**src/rtl/fifo_pkg.sv**
```systemverilog
// Shared helpers for the async FIFO pointer logic: Gray/binary conversion,
// depth derivation and the write-side flag bundle. Used by both FIFO sides.
package fifo_pkg;

  // Widest pointer the conversion helpers support; callers zero-extend into
  // this width and size-cast the result back down to their own pointer width.
  localparam int unsigned PTR_MAX_W = 32;

  // Registered write-side status flags.
  typedef struct packed {
    logic full;
    logic almost_full;
    logic overflow;
  } wflags_t;

  // FIFO depth for a pointer of ptr_w bits (one extra bit for wrap detection).
  function automatic int unsigned fifo_depth(input int unsigned ptr_w);
    return 32'd1 << (ptr_w - 32'd1);
  endfunction

  // Binary to reflected Gray code. Zero-extended inputs convert correctly
  // because the upper zero bits contribute nothing to the XOR.
  function automatic logic [PTR_MAX_W-1:0] bin2gray(input logic [PTR_MAX_W-1:0] b);
    return (b >> 32'd1) ^ b;
  endfunction

  // Reflected Gray code to binary: each binary bit is the XOR of all Gray
  // bits at or above its position.
  function automatic logic [PTR_MAX_W-1:0] gray2bin(input logic [PTR_MAX_W-1:0] g);
    logic [PTR_MAX_W-1:0] b;
    b[PTR_MAX_W-1] = g[PTR_MAX_W-1];
    for (int i = int'(PTR_MAX_W) - 2; i >= 0; i--) begin
      b[i] = b[i+1] ^ g[i];
    end
    return b;
  endfunction

endpackage

```
**src/rtl/fifo_wgray_cntr.sv**
```systemverilog
// Write-side binary/Gray pointer pair. Holds the binary counter and the
// registered Gray pointer that crosses into the read domain, and exposes the
// next-state values so the flag logic can look one write ahead.
module fifo_wgray_cntr
  import fifo_pkg::*;
#(
  parameter int unsigned n = 4
) (
  input  logic         wclk,
  input  logic         wrst,
  input  logic         wen,
  output logic [n-2:0] waddr,
  output logic [n-1:0] wbnext,
  output logic [n-1:0] wgnext,
  output logic [n-1:0] wptr
);

  logic [n-1:0] wbin_r;
  logic [n-1:0] wptr_r;
  logic [n-1:0] wbnext_s;
  logic [n-1:0] wgnext_s;

  // Next binary pointer advances only on an accepted write; Gray follows it.
  always_comb begin
    wbnext_s = wbin_r + {{(n-1){1'b0}}, wen};
    wgnext_s = n'(bin2gray(PTR_MAX_W'(wbnext_s)));
  end

  // Binary and Gray pointers update together so wptr moves one bit per write.
  always_ff @(posedge wclk or posedge wrst) begin
    if (wrst) begin
      wbin_r <= {n{1'b0}};
      wptr_r <= {n{1'b0}};
    end else begin
      wbin_r <= wbnext_s;
      wptr_r <= wgnext_s;
    end
  end

  assign waddr  = wbin_r[n-2:0];
  assign wbnext = wbnext_s;
  assign wgnext = wgnext_s;
  assign wptr   = wptr_r;

endmodule

```
**src/rtl/fifo_wptr_full.sv**
```systemverilog
// Write-side pointer and status block of an asynchronous FIFO. Generates the
// RAM write enable/address, the Gray write pointer for the read domain, and
// registered full / almost-full / sticky overflow flags against the
// synchronised read pointer. Requires n >= 3.
module fifo_wptr_full
  import fifo_pkg::*;
#(
  parameter int unsigned n         = 4,
  parameter int unsigned AF_THRESH = 2
) (
  input  logic         wclk,
  input  logic         wrst,
  input  logic         winc,
  input  logic [n-1:0] wq2_rptr,
  output logic [n-1:0] wptr,
  output logic [n-2:0] waddr,
  output logic         wen,
  output logic         wfull,
  output logic         walmost_full,
  output logic         woverflow
);

  localparam int unsigned DEPTH = fifo_depth(n);

  logic [n-1:0] wbnext_s;
  logic [n-1:0] wgnext_s;
  logic [n-1:0] rbin_s;
  logic [n-1:0] used_s;
  logic [n:0]   free_s;
  logic         full_match_s;
  logic         af_match_s;
  logic         wen_s;
  wflags_t      flags_r;
  wflags_t      flags_next_s;

  // A write is accepted in the same cycle it is requested unless already full.
  always_comb begin
    wen_s = winc & ~flags_r.full;
  end

  fifo_wgray_cntr #(
    .n(n)
  ) u_wgray_cntr (
    .wclk   (wclk),
    .wrst   (wrst),
    .wen    (wen_s),
    .waddr  (waddr),
    .wbnext (wbnext_s),
    .wgnext (wgnext_s),
    .wptr   (wptr)
  );

  // Occupancy after this cycle's write, kept non-negative by working modulo
  // 2**n before widening; full is the classic Gray compare with the top two
  // bits of the read pointer inverted.
  always_comb begin
    rbin_s       = n'(gray2bin(PTR_MAX_W'(wq2_rptr)));
    used_s       = wbnext_s - rbin_s;
    free_s       = (n+1)'(DEPTH) - {1'b0, used_s};
    full_match_s = (wgnext_s == {~wq2_rptr[n-1:n-2], wq2_rptr[n-3:0]});
    af_match_s   = (free_s <= (n+1)'(AF_THRESH));
  end

  // Next flag values; overflow latches any write attempt made while full.
  always_comb begin
    flags_next_s.full        = full_match_s;
    flags_next_s.almost_full = af_match_s;
    flags_next_s.overflow    = flags_r.overflow | (winc & flags_r.full);
  end

  // Flags are registered; release follows the read pointer by one clock.
  always_ff @(posedge wclk or posedge wrst) begin
    if (wrst) begin
      flags_r.full        <= 1'b0;
      flags_r.almost_full <= 1'b0;
      flags_r.overflow    <= 1'b0;
    end else begin
      flags_r <= flags_next_s;
    end
  end

  assign wen          = wen_s;
  assign wfull        = flags_r.full;
  assign walmost_full = flags_r.almost_full;
  assign woverflow    = flags_r.overflow;

endmodule

```
**config.mk**
```make
export PLATFORM = sky130hd
export DESIGN_NAME = fifo_wptr_full
export DESIGN_NICKNAME = d
export VERILOG_FILES = /design/src/rtl/fifo_pkg.sv /design/src/rtl/fifo_wgray_cntr.sv /design/src/rtl/fifo_wptr_full.sv
export SDC_FILE = /design/constraint.sdc
export NUM_CORES = 1
export LEC_CHECK = 0
export BUFFER_PORTS_ARGS = -buffer_cell sky130_fd_sc_hd__buf_2
export CORE_MARGIN = 2
export CORE_UTILIZATION = 44
export CTS_CLUSTER_SIZE = 40
export DETAILED_ROUTE_END_ITERATION = 10
export HOLD_SLACK_MARGIN = 0.12
export PLACE_DENSITY = 0.72
export SLEW_MARGIN = 40
export SYNTH_ARGS = -nofsm -noshare
export SYNTH_HDL_FRONTEND = slang
export SYNTH_SLANG_ARGS = --single-unit
```
**constraint.sdc**
```tcl
create_clock -name wclk -period 2.2 [get_ports wclk]
set_input_delay 0.44 -clock wclk [delete_from_list [all_inputs] [get_ports wclk]]
set_output_delay 0.44 -clock wclk [all_outputs]
set_load 0.03 [all_outputs]
```
After elaboration in Yosys (flattened, before gate mapping)
Index checks and enable logic that the tools add are counted.
{"block": "classes", "add_sub_neg": 3, "magnitude_cmp": 1, "n_eq_ne": 1, "bitwise": 9}
{"cell": "<= comparator 5 x 2 -> 1 bit, second input constant", "n": 1}
{"cell": "subtractor 4 x 4 -> 5 bit, first input constant", "n": 1}
{"cell": "adder 4 x 1 -> 4 bit", "n": 1}
{"cell": "equality test 4 bit", "n": 1}
{"cell": "subtractor 4 bit", "n": 1}
{"cell": "XOR 3 x 4 -> 4 bit", "n": 1}
{"cell": "XOR 1 bit", "n": 3}
{"cell": "bitwise AND 1 bit", "n": 2}
{"cell": "NOT 2 bit", "n": 1}
{"cell": "NOT 1 bit", "n": 1}
{"cell": "OR 1 bit", "n": 1}
{"block": "totals", "register_bits": 11, "inputBits": 7}

Depth between registers and ports, before layout
Gate-level depths: netlist of run 1.
{"block": "logic_depth", "depth_word": 6, "depth_mapped": 11}

Modules after synthesis
Synthesis of run 1 repeated with hierarchy kept, for this count alone.
{"block": "hier_totals", "cells_unflattened": 55, "area_unflattened_um2": 630.6}
{"module": "fifo_wptr_full", "instances": 1, "cells_each": 36, "area_per_inst_um2": 354.1, "seq_area_each_um2": 75.1}
{"module": "fifo_wgray_cntr", "instances": 1, "cells_each": 19, "area_per_inst_um2": 276.5, "seq_area_each_um2": 175.2}

Least setup slack after synthesis of run 1
No wires, ideal clock.
{"block": "synth_path", "path_type": "register to register", "startpoint": "reg flags_r, in the netlist wfull", "endpoint": "reg flags_r, in the netlist walmost_full", "setup_time_ps": 129, "arrival_time_ps": 2812, "t_required_ps": 2071, "setup_slack_ps": -741, "path_stages_with_launch": 10, "period_less_slack_ps": 2941, "path_cell_list": "dfrtp_1 nor2b_1 ha_1 ha_1 fa_1 inv_1 ha_1 inv_1 o2111ai_1 mux2i_1"}
{"block": "synth_via", "elab_chain_len": 6}
{"element": "start, declared", "line": "fifo_wptr_full.sv:33", "rtl": "wflags_t flags_r;"}
{"element": "start signal, assigned", "line": "fifo_wptr_full.sv:78", "rtl": "flags_r <= flags_next_s;"}
{"element": "NOT 1 bit", "line": "fifo_wptr_full.sv:38", "rtl": "wen_s = winc & ~flags_r.full;"}
{"element": "bitwise AND 1 bit", "line": "fifo_wptr_full.sv:38"}
{"element": "via wen", "line": "fifo_wptr_full.sv:17", "rtl": "output logic wen,"}
{"element": "adder 4 x 1 -> 4 bit", "line": "fifo_wgray_cntr.sv:25", "rtl": "wbnext_s = wbin_r + {{(n-1){1'b0}}, wen};"}
{"element": "via u_wgray_cntr.wbnext[1]", "line": "fifo_wgray_cntr.sv:13", "rtl": "output logic [n-1:0] wbnext,"}
{"element": "subtractor 4 bit", "line": "fifo_wptr_full.sv:58", "rtl": "used_s = wbnext_s - rbin_s;"}
{"element": "subtractor 4 x 4 -> 5 bit", "line": "fifo_wptr_full.sv:59", "rtl": "free_s = (n+1)'(DEPTH) - {1'b0, used_s};"}
{"element": "<= comparator 5 x 2 -> 1 bit", "line": "fifo_wptr_full.sv:61", "rtl": "af_match_s = (free_s <= (n+1)'(AF_THRESH));"}
{"element": "via af_match_s", "line": "fifo_wptr_full.sv:31", "rtl": "logic af_match_s;"}
The timed path passes the listed nets, and every way through them passes these cells.

Worst setup path in the final report of run 1
{"block": "layout_path", "startpoint": "in wq2_rptr[3]", "endpoint": "reg flags_r, in the netlist walmost_full"}
{"block": "layout_via", "elab_chain_len": 6}
{"element": "start, declared", "line": "fifo_wptr_full.sv:14", "rtl": "input logic [n-1:0] wq2_rptr,"}
{"element": "XOR 1 bit (3 in series)", "line": "fifo_pkg.sv:33", "rtl": "b[i] = b[i+1] ^ g[i];"}
{"element": "subtractor 4 bit (*)", "line": "fifo_wptr_full.sv:58"}
{"element": "subtractor 4 x 4 -> 5 bit (*)", "line": "fifo_wptr_full.sv:59"}
{"element": "<= comparator 5 x 2 -> 1 bit (*)", "line": "fifo_wptr_full.sv:61"}
{"element": "via af_match_s", "line": "fifo_wptr_full.sv:31"}
Mark *: on every way through the listed nets, which the timed path passes. The rest lies on a longest branch.

==> impl_metrics.toml, run 1 <==
[clocking]
tritoncts = "built"
clock_latency_ns = 0.25
cts_buffer_depth = 2
cts.sinks = 10
cts_max_level = 1
clockRootBuffer = "clkbuf_4"
cts.clk_slew.worst_paths_ns = 0.06
cts_buffers = 3

[logic_synthesis]
yosysTopAreaCell = "dfrtp_1"
synth_area_um2 = 637
synth_ff_type = "dfrtp_1"
synth_common_cells = "dfrtp_1, ha_1, inv_1, xor2_1, xnor2_1"
ys_seq_area_share_pct = 39.3
synth-edff-count = 0
synth_nets = 68
yosysTopAreaCellShare_pct = 39.3
syn_inst = 53
synth_area_leaders = "dfrtp_1, ha_1, xor2_1, xnor2_1, xor2_2"
synthDistinctLibCells = 20
synthArstFlopShare_pct = 100
avgSynthCellArea_um2 = 12.0
ys_warn_count = 0
yosysMostFrequentCell = "dfrtp_1"
ys_ff_latch = 10

[finish]
fillers = 97
multi_input_area_um2 = 452
drive_gt1_share_pct = 60.7
antenna_cells = 0
register_area_um2 = 251
instances_no_fill = 104
nNetsFinal = 105
fin_area_um2 = 995
area_delta_synth_final_pct = 56.2

[place]
finalWeightedCongestion = 0.696
place_inst = 97
port_buffers = 17
dp_hpwl_um = 945
place_area_um2 = 901

[sta]
finalSetupViolations = 1
period_share_pct = 105
relSlewSlack_pct = 74.9
slew_violations = 0
setup_tns_ns = -0.104
worst_slack_ns = -0.104
post-route-min-period_ns = 2.30
finalClockSkew_ns = 0.000187
worst_pin_slew_ns = 0.374
rsz0062_at_grt = "true"
fmax_mhz = 434
hold_violations = 0

[floorplan]
initial_core_util_pct = 47.7
die_y_um = 42.0
die_w_um = 42.0
core_region_area_um2 = 1330
num_rows = 13
io_pins = 18
die_area_um2 = 1770

[route]
avgRoutedWirePerCell_um = 10.4
drt-total-wl_um = 1090
first_pass_iters = 4
vias = 500
drt_iter0_drc = 3
vias_per_cell = 4.81
drc = 0
ant_nets = 0

[setup_path]
critical_path.max_fanout = 2
r2r-end = "walmost_full"
rr_worst_depth = 11
r2r-start = "wfull"
arrival_ns = 2.44
start_kind = "primary input"
path_class = "in -> reg"
critPathRequiredTime_ns = 2.34
crit_path_end_kind = "flip-flop"
rrSetupSlack_ns = -0.05

[status]
violations = "setup timing"
status = "finished, violations left"

[global_route]
gr-total-overflow = 0
antenna_found_initial = 0
grt_pass1_vias = 515
grt_pass1_wl_um = 2040
grt_max_degree = 11
grt_use_total_pct = 15.1

[flow_run]
maxCapViolations = 0

[worst_hold_path]
hold_class = "in -> async"
flip-flops by register name, indices dropped and copies added (netlist names):
name	count
u_wgray_cntr.wptr	3
walmost_full	1
u_wgray_cntr.wbin_r	4
woverflow	1
wfull	1
layer usage:
metal	GRT usage [%]	wire length, um
met1	18.8	480
met2	25.9	547
met3	1.29	45
met4	8.13	13
met5	0	0
critical path, stage by stage:
cell	delay (ns)
buf_8	0.10
xnor2_4	0.18
xor2_2	0.22
xnor2_2	0.16
ha_4	0.16
inv_2	0.04
fa_1	0.53
inv_2	0.06
ha_4	0.25
inv_2	0.04
o2111ai_2	0.17
mux2i_1	0.09
worst max-delay path by stage:
stage                      from           end  slack (ns)
finish              wq2_rptr[3]  walmost_full       -0.10
global route        wq2_rptr[3]  walmost_full       -0.21
CTS                 wq2_rptr[3]  walmost_full       -0.10
detailed placement  wq2_rptr[2]  walmost_full       -0.45
global placement    wq2_rptr[2]  walmost_full       -0.38
floorplan                 wfull  walmost_full       -0.30
layout by cell type (no fill, tap or decap), types with 2 or more instances in the layout:
cell,count
ha_1,3
nand3_1,2
buf_4,15
inv_2,4
inv_1,2
ha_4,3
a21o_1,2
xor2_2,3
xnor2_1,3
clkbuf_4,3
dfrtp_1,9
xor2_1,5
buf_2,15
repair_timing:
item,4_1_cts,5_1_grt
pin swaps,8,2
setup buffers,3,0
endpoints found under the hold margin,0,0
hold buffers,0,0
endpoints found under the setup margin,1,1
gates resized for setup,10,0
per-stage QoR:
step	worst slack, ns	hold WS, ns	util (%)
CTS	-0.102	0.140	74.6
floorplan	-0.300	0.280	-
global route	-0.214	0.171	74.6
detailed placement	-0.447	0.421	67.5
global placement	-0.384	0.416	67.5
finish	-0.104	0.137	74.6
final cells by class:
| type | instances | share of cell area, % |
|---|---|---|
| multi-input combinational | 37 | 45.4 |
| clock buffer | 4 | 3.65 |
| inverter | 6 | 2.26 |
| tap | 15 | 1.89 |
| timing repair buffer | 32 | 21.5 |
| sequential | 10 | 25.3 |
cells by family (layout without fill, tap and decap cells):
family,after synthesis,after routing,synth area share (%)
mux,1,1,1.57
simple gates,8,8,7.86
buf+inv,6,42,3.54
fa+ha+maj,8,8,16.9
flops,10,10,39.3
xor+xnor,14,14,23.8
compound gates,6,6,7.07
Power of run 1 is left out: the tool's default activity adds up to more than one toggle a clock period on the data nets, which glitch-free logic cannot reach.
==> inputs of run 2 (changes only) <==
--- a/config.mk
+++ b/config.mk
@@ -7,12 +7,11 @@
 export LEC_CHECK = 0
 export BUFFER_PORTS_ARGS = -buffer_cell sky130_fd_sc_hd__buf_2
 export CORE_MARGIN = 2
-export CORE_UTILIZATION = 44
+export CORE_UTILIZATION = 35
 export CTS_CLUSTER_SIZE = 40
 export DETAILED_ROUTE_END_ITERATION = 10
 export HOLD_SLACK_MARGIN = 0.12
-export PLACE_DENSITY = 0.72
-export SLEW_MARGIN = 40
+export SLEW_MARGIN = 20
 export SYNTH_ARGS = -nofsm -noshare
 export SYNTH_HDL_FRONTEND = slang
 export SYNTH_SLANG_ARGS = --single-unit
==> run 2 against run 1 <==
Effect of this change: the run still ends with setup timing left; design area grew 0.25%; largest cell class unchanged; critical endpoint unchanged; first-iteration DRC count shrank 100%; flip-flop and latch count stayed put.
==> impl_metrics.toml, run 2 (synthesis gave the netlist of run 1 again) <==
[sta]
fmax_mhz = 429
slew_violations = 0
holdWs_ns = 0.138
finalClockSkew_ns = 0.00642
rsz0062_at_grt = "true"
post-route-min-period_ns = 2.33
period_share_pct = 106
relSlewSlack_pct = 73.4
finalSetupViolations = 1
worst_pin_slew_ns = 0.397
hold_violations = 0
worst_slack_ns = -0.132

[finish]
area_delta_synth_final_pct = 56.6
drive_gt1_share_pct = 59.6
top_register = "u_wgray_cntr.wbin_r"
nNetsFinal = 105
instances_no_fill = 114
antenna_cells = 0
largest_register_ffs = 4
layout_common_cells = "buf_2, buf_4, dfrtp_1, xor2_1, inv_2"

[setup_path]
rrSetupSlack_ns = -0.10
r2r-start = "wfull"
critPathRequiredTime_ns = 2.34
crit_path_end_kind = "flip-flop"
start_kind = "primary input"
path_class = "in -> reg"
critical_path.max_fanout = 2
arrival_ns = 2.47
worstSetupStartpoint = "wq2_rptr[2]"
rr_worst_depth = 11
endpoint = "walmost_full"
r2r-end = "walmost_full"

[worst_hold_path]
hold_class = "in -> async"

[route]
first_pass_iters = 1
avgRoutedWirePerCell_um = 11.0
drc = 0
vias = 492
drt_iter0_drc = 0
ant_nets = 0
vias_per_cell = 4.32
drt-total-wl_um = 1260

[place]
port_buffers = 17
dp_hpwl_um = 985
finalWeightedCongestion = 0.624
post-place-ws_ns = -0.472
place_inst = 107

[global_route]
grt_use_total_pct = 13.3
grt_pass1_vias = 453
antenna_found_initial = 0
grt_max_degree = 11
gr-total-overflow = 0
grt_pass1_wl_um = 1930

[status]
status = "finished, violations left"
violations = "setup timing"

[clocking]
cts.sinks = 10
cts_max_level = 1
cts_hold_buffers = 0
cts_buffers = 3
cts_buffer_depth = 2
cts.clk_slew.worst_paths_ns = 0.06
tritoncts = "built"
clock_latency_ns = 0.25
clockRootBuffer = "clkbuf_4"

[flow_run]
maxCapViolations = 0

[floorplan]
die_w_um = 46.7
die_area_um2 = 2180
core_region_area_um2 = 1730
io_pins = 18
initial_core_util_pct = 36.9
die_y_um = 46.7
num_rows = 15
==> run 2: changes by cell type in the layout (fill, tap and decap cells not counted) <==
cell and delta:
clkbuf_1 +1, clkbuf_8 -1
==> run 2: stage by stage <==
step	utilization, %	area [um2]	setup TNS (ns)
after floorplan	-	707	-0.300
after global placement	52.9	913	-0.426
after detailed placement	52.9	913	-0.472
after CTS	56.7	978	-0.158
after global routing	57.8	997	-0.221
final	57.8	997	-0.132
==> run 2: worst min-delay path by stage <==
stage / from / end / slack, ns / cells after the start
finish: wrst / woverflow / 0.14 / 2
global route: wrst / woverflow / 0.16 / 2
CTS: wrst / woverflow / 0.14 / 2
detailed placement: wrst / woverflow / 0.42 / 2
global placement: wrst / woverflow / 0.42 / 2
floorplan: wrst / u_wgray_cntr.wbin_r[0] / 0.28 / 1
==> run 2: area by class of cell <==
cell class	count	area, um2
flip-flops and latches	10	251
clock buffers	4	26.3
inverters	6	22.5
multi-input cells	37	452
fillers	174	729
repair buffers	32	214
well taps	25	31.3
==> run 2: repair_timing <==
action                     in CTS  in global routing
setup endpoints to repair       1                  1
resized for setup               5                  4
setup buffers                   3                  0
pin swaps                       7                  8
cloned                          0                  0
==> run 2: worst max-delay path: stages <==
cell,delay (ns)
buf_6,0.11
xnor2_4,0.18
xor2_2,0.21
xnor2_2,0.15
ha_4,0.15
inv_2,0.04
fa_1,0.58
inv_2,0.06
ha_4,0.26
inv_2,0.04
o2111ai_2,0.16
mux2i_1,0.10
==> run 2: metal layers <==
layer	part of all wire [%]	vias up	wire length (um)	GRT usage (%)
met5	0	-	0	0
met4	1.4	0	18	8.33
met1	43	226	538	15.1
li1	-	250	-	-
met2	52	14	651	21.9
met3	4.0	2	50	3.53
Power of run 2 is left out for the same reason.
==> inputs of run 3 (changes only) <==
--- a/config.mk
+++ b/config.mk
@@ -14,4 +14,5 @@
 export SLEW_MARGIN = 20
 export SYNTH_ARGS = -nofsm -noshare
 export SYNTH_HDL_FRONTEND = slang
+export SYNTH_HIERARCHICAL = 1
 export SYNTH_SLANG_ARGS = --single-unit
==> run 3 against run 2 <==
Effect of this change: critical path type unchanged; count of clock-buffer cells in the layout unchanged; synthesized cell count rose by 3.8%; core utilization increased by 1.5 points; largest cell class unchanged; critical endpoint unchanged; setup slack worse by 0.068 ns; highest routed layer unchanged; the run still ends with setup timing left; non-clock buffer count rose by 2.
==> impl_metrics.toml, run 3 <==
[status]
violations = "setup timing"
status = "finished, violations left"

[logic_synthesis]
synthDistinctLibCells = 19
synthArstFlopShare_pct = 100
syn_inst = 55
avgSynthCellArea_um2 = 11.5
synth-edff-count = 0
ys_warn_count = 6
yosysTopAreaCell = "dfrtp_1"
synth_area_leaders = "dfrtp_1, ha_1, xnor2_1, xor2_1, fa_1"
synth_area_um2 = 631
synth_nets = 70
ys_ff_latch = 10
yosysMostFrequentCell = "dfrtp_1"
ys_seq_area_share_pct = 39.7
yosysTopAreaCellShare_pct = 39.7
synth_common_cells = "dfrtp_1, xnor2_1, xor2_1, ha_1, inv_1"
synth_ff_type = "dfrtp_1"

[clocking]
clockRootBuffer = "clkbuf_4"
cts_buffers = 3
tritoncts = "built"
clock_latency_ns = 0.26
cts.sinks = 10
cts_buffer_depth = 2
cts.clk_slew.worst_paths_ns = 0.06
cts_max_level = 1

[route]
first_pass_iters = 1
drt-total-wl_um = 1120
vias = 505
drt_iter0_drc = 0
avgRoutedWirePerCell_um = 9.55
drc = 0
vias_per_cell = 4.32
ant_nets = 0

[setup_path]
start_kind = "primary input"
rr_worst_depth = 11
rrSetupSlack_ns = -0.18
crit_path_end_kind = "flip-flop"
arrival_ns = 2.54
r2r-start = "wfull"
critical_path.max_fanout = 2
critPathRequiredTime_ns = 2.34
path_class = "in -> reg"
crit_path_cell_trace = "buf_6, xnor2_4, xor2_2, xnor2_2, ha_4, inv_2, fa_1, inv_2, ha_4, nor2b_4, a211oi_1, mux2_4"
cp_slowest_cell = "fa_1"
r2r-end = "walmost_full"
critPathMaxStageDelay_ns = 0.52

[place]
port_buffers = 17
place_inst = 111
finalWeightedCongestion = 0.774
dp_hpwl_um = 1010

[global_route]
grt_pass1_wl_um = 1850
grtUsageMet1_pct = 12.8
use_met2_pct = 22.5
gr-total-overflow = 0
grt_max_degree = 8
grt_use_total_pct = 12.5
antenna_found_initial = 0
globalRoute.busiestLayer = "met2"
met3_usage_pct = 2.35
grt_pass1_vias = 493

[sta]
slew_violations = 0
relSlewSlack_pct = 75.5
finalClockSkew_ns = 0.00648
fmax_mhz = 417
worst_slack_ns = -0.200
hold_violations = 0
worst_pin_slew_ns = 0.365
post-route-min-period_ns = 2.40
period_share_pct = 109
finalSetupViolations = 1
rsz0062_at_grt = "true"

[floorplan]
die_area_um2 = 2160
io_pins = 18
initial_core_util_pct = 36.9
die_w_um = 46.4
num_rows = 15
die_y_um = 46.4
core_region_area_um2 = 1710

[finish]
layout_common_cells = "buf_4, buf_2, dfrtp_1, xor2_1, xnor2_1"
top_register = "u_wgray_cntr/wbin_r"
nNetsFinal = 108
largest_register_ffs = 4
antenna_cells = 0
drive_gt1_share_pct = 55.4
layout_commonest_cell = "buf_4"
area_delta_synth_final_pct = 60.5
instances_no_fill = 117

[worst_hold_path]
holdPathEnd = "woverflow"
hold_class = "reg -> reg"
min_from = "woverflow"
hold_depth = 1

[flow_run]
maxCapViolations = 0
## run 3: repair_timing
item | CTS | global route
hold buffers | 1 | 0
gates resized for setup | 4 | 1
endpoints found under the setup margin | 1 | 1
hold endpoints to repair | 5 | 0
setup buffers | 1 | 0
pin swaps | 5 | 5
## run 3: layout make-up
type	count	area, um2
inverter	5	18.8
sequential	10	251
fill	138	696
clock buffer	4	26.3
timing repair buffer	34	228
multi-input combinational	39	457
tap	25	31.3
## run 3: through the flow
stage	util (%)	setup TNS [ns]	hold WS [ns]	worst slack, ns	area, um2
final	59.3	-0.200	0.450	-0.200	1010
after global routing	59.3	-0.272	0.479	-0.272	1010
after CTS	58.7	-0.252	0.454	-0.252	1000
after detailed placement	55.4	-0.600	0.326	-0.576	946
after global placement	55.4	-0.551	0.316	-0.536	946
after floorplan	-	-0.446	0.194	-0.446	724
## run 3: how the worst max path moves through the flow
stage                 from           end  cells past startpoint
3_3_place_gp   wq2_rptr[2]  walmost_full                     12
6_report       wq2_rptr[2]  walmost_full                     12
4_1_cts        wq2_rptr[3]  walmost_full                     12
3_5_place_dp   wq2_rptr[2]  walmost_full                     12
5_1_grt        wq2_rptr[2]  walmost_full                     12
2_1_floorplan        wfull  walmost_full                     11
## run 3: kinds of logic (layout without fill, tap and decap cells)
logic type / Yosys count / count (layout) / share of synthesized area [%]
flip-flops: 10 / 10 / 39.7
buffers and inverters: 6 / 43 / 4.17
AO/OA/AOI/OAI: 4 / 4 / 4.37
XOR/XNOR: 17 / 17 / 24.8
adder cells (fa/ha/maj): 8 / 8 / 17.1
multiplexers: 1 / 1 / 1.79
AND/OR/NAND/NOR: 9 / 9 / 8.14
## run 3: per-layer routing
layer | part of all wire (%) | routed length, um
met5 | 0 | 0
met4 | 1.8 | 20
met2 | 56 | 621
met3 | 2.6 | 29
met1 | 40 | 446
## run 3: worst max-delay path: cells and delay by family
kind	cells	cell delay (ns)
adder cells (fa/ha/maj)	3	0.92
XOR/XNOR	3	0.54
multiplexers	1	0.26
buffers and inverters	3	0.20
AND/OR/NAND/NOR	1	0.13
AO/OA/AOI/OAI	1	0.05
Power of run 3 is left out for the same reason.
